===== src/rtl/minimig_sram_arb_pkg.sv =====
// Shared types for the chipset SRAM arbiter: bus phase, arbiter state and grant codes.
package minimig_sram_arb_pkg;

    typedef enum logic [1:0] {
        Q0 = 2'd0,
        Q1 = 2'd1,
        Q2 = 2'd2,
        Q3 = 2'd3
    } phase_e;

    typedef enum logic [1:0] {
        IDLE = 2'd0,
        CHIP = 2'd1,
        HOST = 2'd2
    } arb_state_e;

    localparam logic [1:0] GNT_NONE = 2'b00;
    localparam logic [1:0] GNT_CHIP = 2'b01;
    localparam logic [1:0] GNT_HOST = 2'b10;

endpackage


===== src/rtl/minimig_bus_phase.sv =====
// Decodes the c1/c3 clock enables into a one-hot 7.09 MHz bus phase (bit index = phase_e).
module minimig_bus_phase
    import minimig_sram_arb_pkg::*;
(
    input  logic       c1,
    input  logic       c3,
    output logic [3:0] phase
);

    always_comb begin
        phase     = '0;
        phase[Q0] = !c1 && !c3;
        phase[Q1] =  c1 && !c3;
        phase[Q2] =  c1 &&  c3;
        phase[Q3] = !c1 &&  c3;
    end

endmodule


===== src/rtl/minimig_sram_arbiter.sv =====
// Chip/host arbiter in front of minimig_sram_bridge; one access per four-phase bus cycle.
// Optional host anti-starvation counter: define MINIMIG_SRAM_ARB_STARVE_EN.
module minimig_sram_arbiter
    import minimig_sram_arb_pkg::*;
#(
    parameter int STARVE_LIMIT = 8
) (
    input  logic        clk,
    input  logic        reset,
    input  logic        c1,
    input  logic        c3,
    input  logic        chip_req,
    input  logic [7:0]  chip_bank,
    input  logic [17:0] chip_addr,
    input  logic [15:0] chip_wdata,
    input  logic        chip_rd,
    input  logic        chip_hwr,
    input  logic        chip_lwr,
    output logic        chip_ack,
    output logic [15:0] chip_rdata,
    input  logic        host_req,
    input  logic [7:0]  host_bank,
    input  logic [17:0] host_addr,
    input  logic [15:0] host_wdata,
    input  logic        host_we,
    input  logic        host_ube,
    input  logic        host_lbe,
    output logic        host_ack,
    output logic [15:0] host_rdata,
    output logic [7:0]  bank,
    output logic [17:0] address_out,
    output logic [15:0] data_out,
    output logic        rd,
    output logic        hwr,
    output logic        lwr,
    input  logic [15:0] ramdata,
    output logic [1:0]  grant
);

    logic [3:0] phase;
    logic       q0_end;
    logic       q2_end;
    logic       unused_phase;

    minimig_bus_phase u_bus_phase (
        .c1    (c1),
        .c3    (c3),
        .phase (phase)
    );

    assign q0_end       = phase[Q0];
    assign q2_end       = phase[Q2];
    assign unused_phase = phase[Q1] ^ phase[Q3];

    arb_state_e  state_q, state_d;
    logic [1:0]  grant_q, grant_d;
    logic [7:0]  bank_q, bank_d;
    logic [17:0] addr_q, addr_d;
    logic [15:0] data_q, data_d;
    logic        rd_q, rd_d;
    logic        hwr_q, hwr_d;
    logic        lwr_q, lwr_d;
    logic        chip_ack_q, chip_ack_d;
    logic        host_ack_q, host_ack_d;
    logic [15:0] chip_rdata_q, chip_rdata_d;
    logic [15:0] host_rdata_q, host_rdata_d;
    logic        starve_hit;
    logic        host_win;

`ifdef MINIMIG_SRAM_ARB_STARVE_EN
    localparam int unsigned STARVE_W = $clog2(STARVE_LIMIT + 1);
    localparam logic [STARVE_W-1:0] STARVE_MAX = STARVE_W'(STARVE_LIMIT);

    logic [STARVE_W-1:0] starve_q, starve_d;

    assign starve_hit = (starve_q == STARVE_MAX);

    // Counts chip grants the host sat through; any Q0 edge without a host request forgives it.
    always_comb begin
        starve_d = starve_q;
        if (q0_end) begin
            if (!host_req || host_win) begin
                starve_d = '0;
            end else if (chip_req && (starve_q != STARVE_MAX)) begin
                starve_d = starve_q + STARVE_W'(1);
            end
        end
    end

    always_ff @(posedge clk) begin
        if (reset) begin
            starve_q <= '0;
        end else begin
            starve_q <= starve_d;
        end
    end
`else
    logic unused_limit;

    assign starve_hit   = 1'b0;
    assign unused_limit = (STARVE_LIMIT == 0);
`endif

    assign host_win = host_req && (!chip_req || starve_hit);

    always_comb begin
        state_d      = state_q;
        grant_d      = grant_q;
        bank_d       = bank_q;
        addr_d       = addr_q;
        data_d       = data_q;
        rd_d         = rd_q;
        hwr_d        = hwr_q;
        lwr_d        = lwr_q;
        chip_ack_d   = 1'b0;
        host_ack_d   = 1'b0;
        chip_rdata_d = chip_rdata_q;
        host_rdata_d = host_rdata_q;

        if (q0_end) begin
            if (host_win) begin
                state_d = HOST;
                grant_d = GNT_HOST;
                bank_d  = host_bank;
                addr_d  = host_addr;
                data_d  = host_wdata;
                rd_d    = !host_we;
                hwr_d   = host_we && host_ube;
                lwr_d   = host_we && host_lbe;
            end else if (chip_req) begin
                state_d = CHIP;
                grant_d = GNT_CHIP;
                bank_d  = chip_bank;
                addr_d  = chip_addr;
                data_d  = chip_wdata;
                rd_d    = chip_rd;
                hwr_d   = chip_hwr && !chip_rd;
                lwr_d   = chip_lwr && !chip_rd;
            end else begin
                state_d = IDLE;
                grant_d = GNT_NONE;
                bank_d  = '0;
                addr_d  = '0;
                data_d  = '0;
                rd_d    = 1'b0;
                hwr_d   = 1'b0;
                lwr_d   = 1'b0;
            end
        end

        // Only read slots refresh rdata, so a write leaves the last read value visible.
        if (q2_end) begin
            chip_ack_d = (state_q == CHIP);
            host_ack_d = (state_q == HOST);
            if (rd_q && (state_q == CHIP)) begin
                chip_rdata_d = ramdata;
            end
            if (rd_q && (state_q == HOST)) begin
                host_rdata_d = ramdata;
            end
        end
    end

    always_ff @(posedge clk) begin
        if (reset) begin
            state_q      <= IDLE;
            grant_q      <= GNT_NONE;
            bank_q       <= '0;
            addr_q       <= '0;
            data_q       <= '0;
            rd_q         <= 1'b0;
            hwr_q        <= 1'b0;
            lwr_q        <= 1'b0;
            chip_ack_q   <= 1'b0;
            host_ack_q   <= 1'b0;
            chip_rdata_q <= '0;
            host_rdata_q <= '0;
        end else begin
            state_q      <= state_d;
            grant_q      <= grant_d;
            bank_q       <= bank_d;
            addr_q       <= addr_d;
            data_q       <= data_d;
            rd_q         <= rd_d;
            hwr_q        <= hwr_d;
            lwr_q        <= lwr_d;
            chip_ack_q   <= chip_ack_d;
            host_ack_q   <= host_ack_d;
            chip_rdata_q <= chip_rdata_d;
            host_rdata_q <= host_rdata_d;
        end
    end

    assign grant       = grant_q;
    assign bank        = bank_q;
    assign address_out = addr_q;
    assign data_out    = data_q;
    assign rd          = rd_q;
    assign hwr         = hwr_q;
    assign lwr         = lwr_q;
    assign chip_ack    = chip_ack_q;
    assign host_ack    = host_ack_q;
    assign chip_rdata  = chip_rdata_q;
    assign host_rdata  = host_rdata_q;

endmodule


===== config.mk =====
export PLATFORM = sky130hd
export DESIGN_NAME = minimig_sram_arbiter
export DESIGN_NICKNAME = d
export VERILOG_FILES = /design/src/rtl/minimig_sram_arb_pkg.sv /design/src/rtl/minimig_bus_phase.sv /design/src/rtl/minimig_sram_arbiter.sv
export SDC_FILE = /design/constraint.sdc
export NUM_CORES = 1
export LEC_CHECK = 0
export ABC_AREA = 1
export BUFFER_PORTS_ARGS = -buffer_cell sky130_fd_sc_hd__buf_2
export CAP_MARGIN = 20
export CORE_ASPECT_RATIO = 0.7
export CORE_MARGIN = 2
export CORE_UTILIZATION = 48
export CTS_CLUSTER_DIAMETER = 120
export CTS_CLUSTER_SIZE = 8
export DETAILED_ROUTE_END_ITERATION = 16
export PLACE_DENSITY = 0.85
export REMOVE_ABC_BUFFERS = 1
export SYNTH_ARGS = -nofsm -noshare
export SYNTH_HDL_FRONTEND = slang
export SYNTH_SLANG_ARGS = --single-unit

===== constraint.sdc =====
create_clock -name clk -period 1.7 [get_ports clk]
set_input_delay 0.34 -clock clk [delete_from_list [all_inputs] [get_ports clk]]
set_output_delay 0.34 -clock clk [all_outputs]
set_load 0.05 [all_outputs]

==> impl_metrics.py <==
metrics = {
    "sta": {
        "fin_crit_sh": 0.8033,
        "drv_slew": 0,
        "rsz0062_at_grt": "no",
        "relSlewSlack": 0.6491,
        "finalSetupTns_ns": 0,
        "worstMarginPinSlew_ns": 0.5258,
        "finalClockSkew_ns": 0.003849,
        "finalSetupViolCount": 0,
        "max_freq_mhz": 732.2,
        "period_needed_ns": 1.366,
        "hold_violations": 0,
    },
    "pwr": {
        "power_switching_mw": 1.206,
        "internal_power_mw": 2.918,
        "ir_drop_uv": 443.7,
        "pwr-share-seq": 0.484,
        "p_clk_frac": 0.334,
        "cellLeakagePower_nw": 2.474,
        "comb_power_share": 0.181,
        "switching_share": 0.2924,
        "power.density_nw_per_um2": 874.2,
    },
    "critical_path": {
        "cp_data_arrival_time_ns": 1.03,
        "crit_family": "flip-flops",
        "path_cells": "buf_2",
        "cp-start-kind": "flop",
        "cp_num_buf_inv": 1,
        "worstPathRequired_ns": 1.36,
        "crit_type": "reg2out",
        "endpoint_kind": "output pin",
        "slowest_stage": "dfxtp_1",
        "path_max_fanout": 3,
        "slowest_delay_ns": 0.39,
    },
    "drt": {
        "vias_per_cell": 4.744,
        "drc": 0,
        "num_vias": 3838,
        "drt_pass1_iterations": 4,
        "drt.antenna.violating_nets": 0,
        "wl_per_cell_um": 11.78,
        "drt-initial-drc-count": 140,
        "drt-total-wl_mm": 9.527,
    },
    "clock_network": {
        "cts.path.max_buffers": 2,
        "cts_resized": 0,
        "cts_setup_buffers": 0,
        "cts-htree-levels": 3,
        "numClockSinks": 81,
        "clk_pin_slew_ns": 0.08,
        "cts_made_buffers": 9,
        "clock_latency_ns": 0.34,
        "cts_tree": "yes",
        "ctsHoldBuffers": 0,
        "cts_root_buf": "clkbuf_8",
    },
    "die": {
        "core_um2": 7254,
        "rows": 26,
        "dieArea_um2": 8129,
        "die_height_um": 76.04,
        "ios": 193,
        "start_util": 0.4905,
        "die_x_um": 106.9,
    },
    "synth": {
        "yosys-top-cells-area": "dfxtp_1 46%, nand2_1 20%, nor2_1 9.9%",
        "netlist.area_leader.share": 0.4557,
        "yosysWarningCount": 0,
        "synth-seq-area-share": 0.4557,
        "ys_seq_elements": 81,
        "syn-cell-area_um2": 3558,
        "syn-instance-count": 529,
        "yosysTopAreaCell": "dfxtp_1",
        "ys_types": 19,
        "synth_area_per_cell_um2": 6.727,
    },
    "finish": {
        "finalNetCount": 818,
        "fin_area_um2": 4717,
        "diodes": 0,
        "drive_above_1_share": 0.3150,
        "synthToLayoutAreaGrowth_pct": 32.56,
    },
    "global_routing": {
        "overflow": 0,
        "grt_usage": 0.2421,
        "grt_pass1_vias": 3741,
        "grt_first_pass_wirelength_mm": 16.07,
        "grt_max_degree": 70,
        "antenna_found_initial": 0,
    },
    "run_status": {
        "status": "finished clean",
    },
    "run": {
        "max_cap_viol_count": 0,
    },
    "placement": {
        "placed_area_um2": 4521,
        "hpwl_mm": 6.978,
        "port_buffers": 192,
        "place_congestion": 0.7723,
    },
    "min_path": {
        "hold_class": "in2reg",
    },
}
## through the flow
stage	setup slack, ns	std cells	hold slack [ns]	power (mW)	utilization
5_1_grt	0.2584	809	0.2123	4.345	0.6502
3_5_place_dp	0.2497	793	0.4536	2.790	0.6231
6_report	0.3343	809	0.2209	4.123	0.6502
2_1_floorplan	-1.175	494	0.4091	2.490	-
3_3_place_gp	0.2726	793	0.4491	2.773	0.6231
4_1_cts	0.3310	809	0.2034	4.172	0.6502
## state kept, by name, indices dropped and copies added (netlist names)
signal and cells:
hwr 1, address_out 18, host_rdata 16, chip_ack 1
bank 8, data_out 16, lwr 1, host_ack 1
rd 1, chip_rdata 16, grant 2
## metal layers
metal	GRT usage	wire length (um)
met1	0.2500	3857
met2	0.4573	4708
met3	0.07613	792
met5	0	0
met4	0.08442	169
## placed cells by master (no fill, tap or decap)
cell type	Yosys	final
a21oi_1	45	45
buf_12	0	3
buf_2	11	192
buf_4	13	6
bufinv_16	0	1
clkbuf_1	4	1
clkbuf_8	0	10
clkinv_2	0	2
clkinvlp_4	0	2
dfxtp_1	81	81
inv_1	23	23
inv_2	2	2
nand2_1	193	193
nand3_1	19	19
nand3_2	1	1
nand4_1	2	2
nor2_1	94	94
nor2_2	2	1
nor2_4	3	4
nor3_1	2	2
o21ai_0	3	3
o21ai_1	24	24
## area by class of cell
cell class / instances / area, um2
fillers: 653 / 2537
flip-flops and latches: 81 / 1622
multi-input cells: 388 / 1617
repair buffers: 201 / 1066
clock buffers: 11 / 141.4
well taps: 98 / 122.6
inverters: 25 / 93.84
clock inverters: 5 / 55.05
## cell usage after synthesis
cell type,instances
nand3_2,1
buf_1,2
nor2_1,94
o21ai_0,3
buf_6,5
nor2_2,2
buf_4,13
nand4_1,2
dfxtp_1,81
nor3_1,2
o21ai_1,24
inv_2,2
buf_2,11
clkbuf_1,4
nor2_4,3
nand3_1,19
nand2_1,193
inv_1,23
a21oi_1,45
## power by group through the flow
stage | Sequential [mW] | Clock, mW | Combinational, mW
finish | 2.00 | 1.38 | 0.748
CTS | 2.00 | 1.42 | 0.752
detailed placement | 2.04 | 0 | 0.750
global route | 2.00 | 1.52 | 0.819
floorplan | 2.27 | 0 | 0.223
global placement | 2.04 | 0 | 0.736
## logic make-up (layout without fill, tap and decap cells)
logic type,after synthesis,after routing,synth area share
flops,81,81,0.4557
simple gates,316,316,0.3516
compound gates,72,72,0.1013
buf+inv,60,242,0.09142
## final timing paths
check	start	cells past startpoint	slack (ns)	to
setup / recovery	rd$_SDFFE_PP0P_	1	0.33	rd
hold reg to reg	data_out[6]$_SDFFE_PP0P_	2	0.46	data_out[6]$_SDFFE_PP0P_
hold / removal	host_addr[5]	3	0.22	address_out[5]$_SDFFE_PP0P_
setup reg to reg	rd$_SDFFE_PP0P_	6	0.43	host_rdata[6]$_SDFFE_PP0P_
No activity file was read; power rests on OpenSTA's default activity.
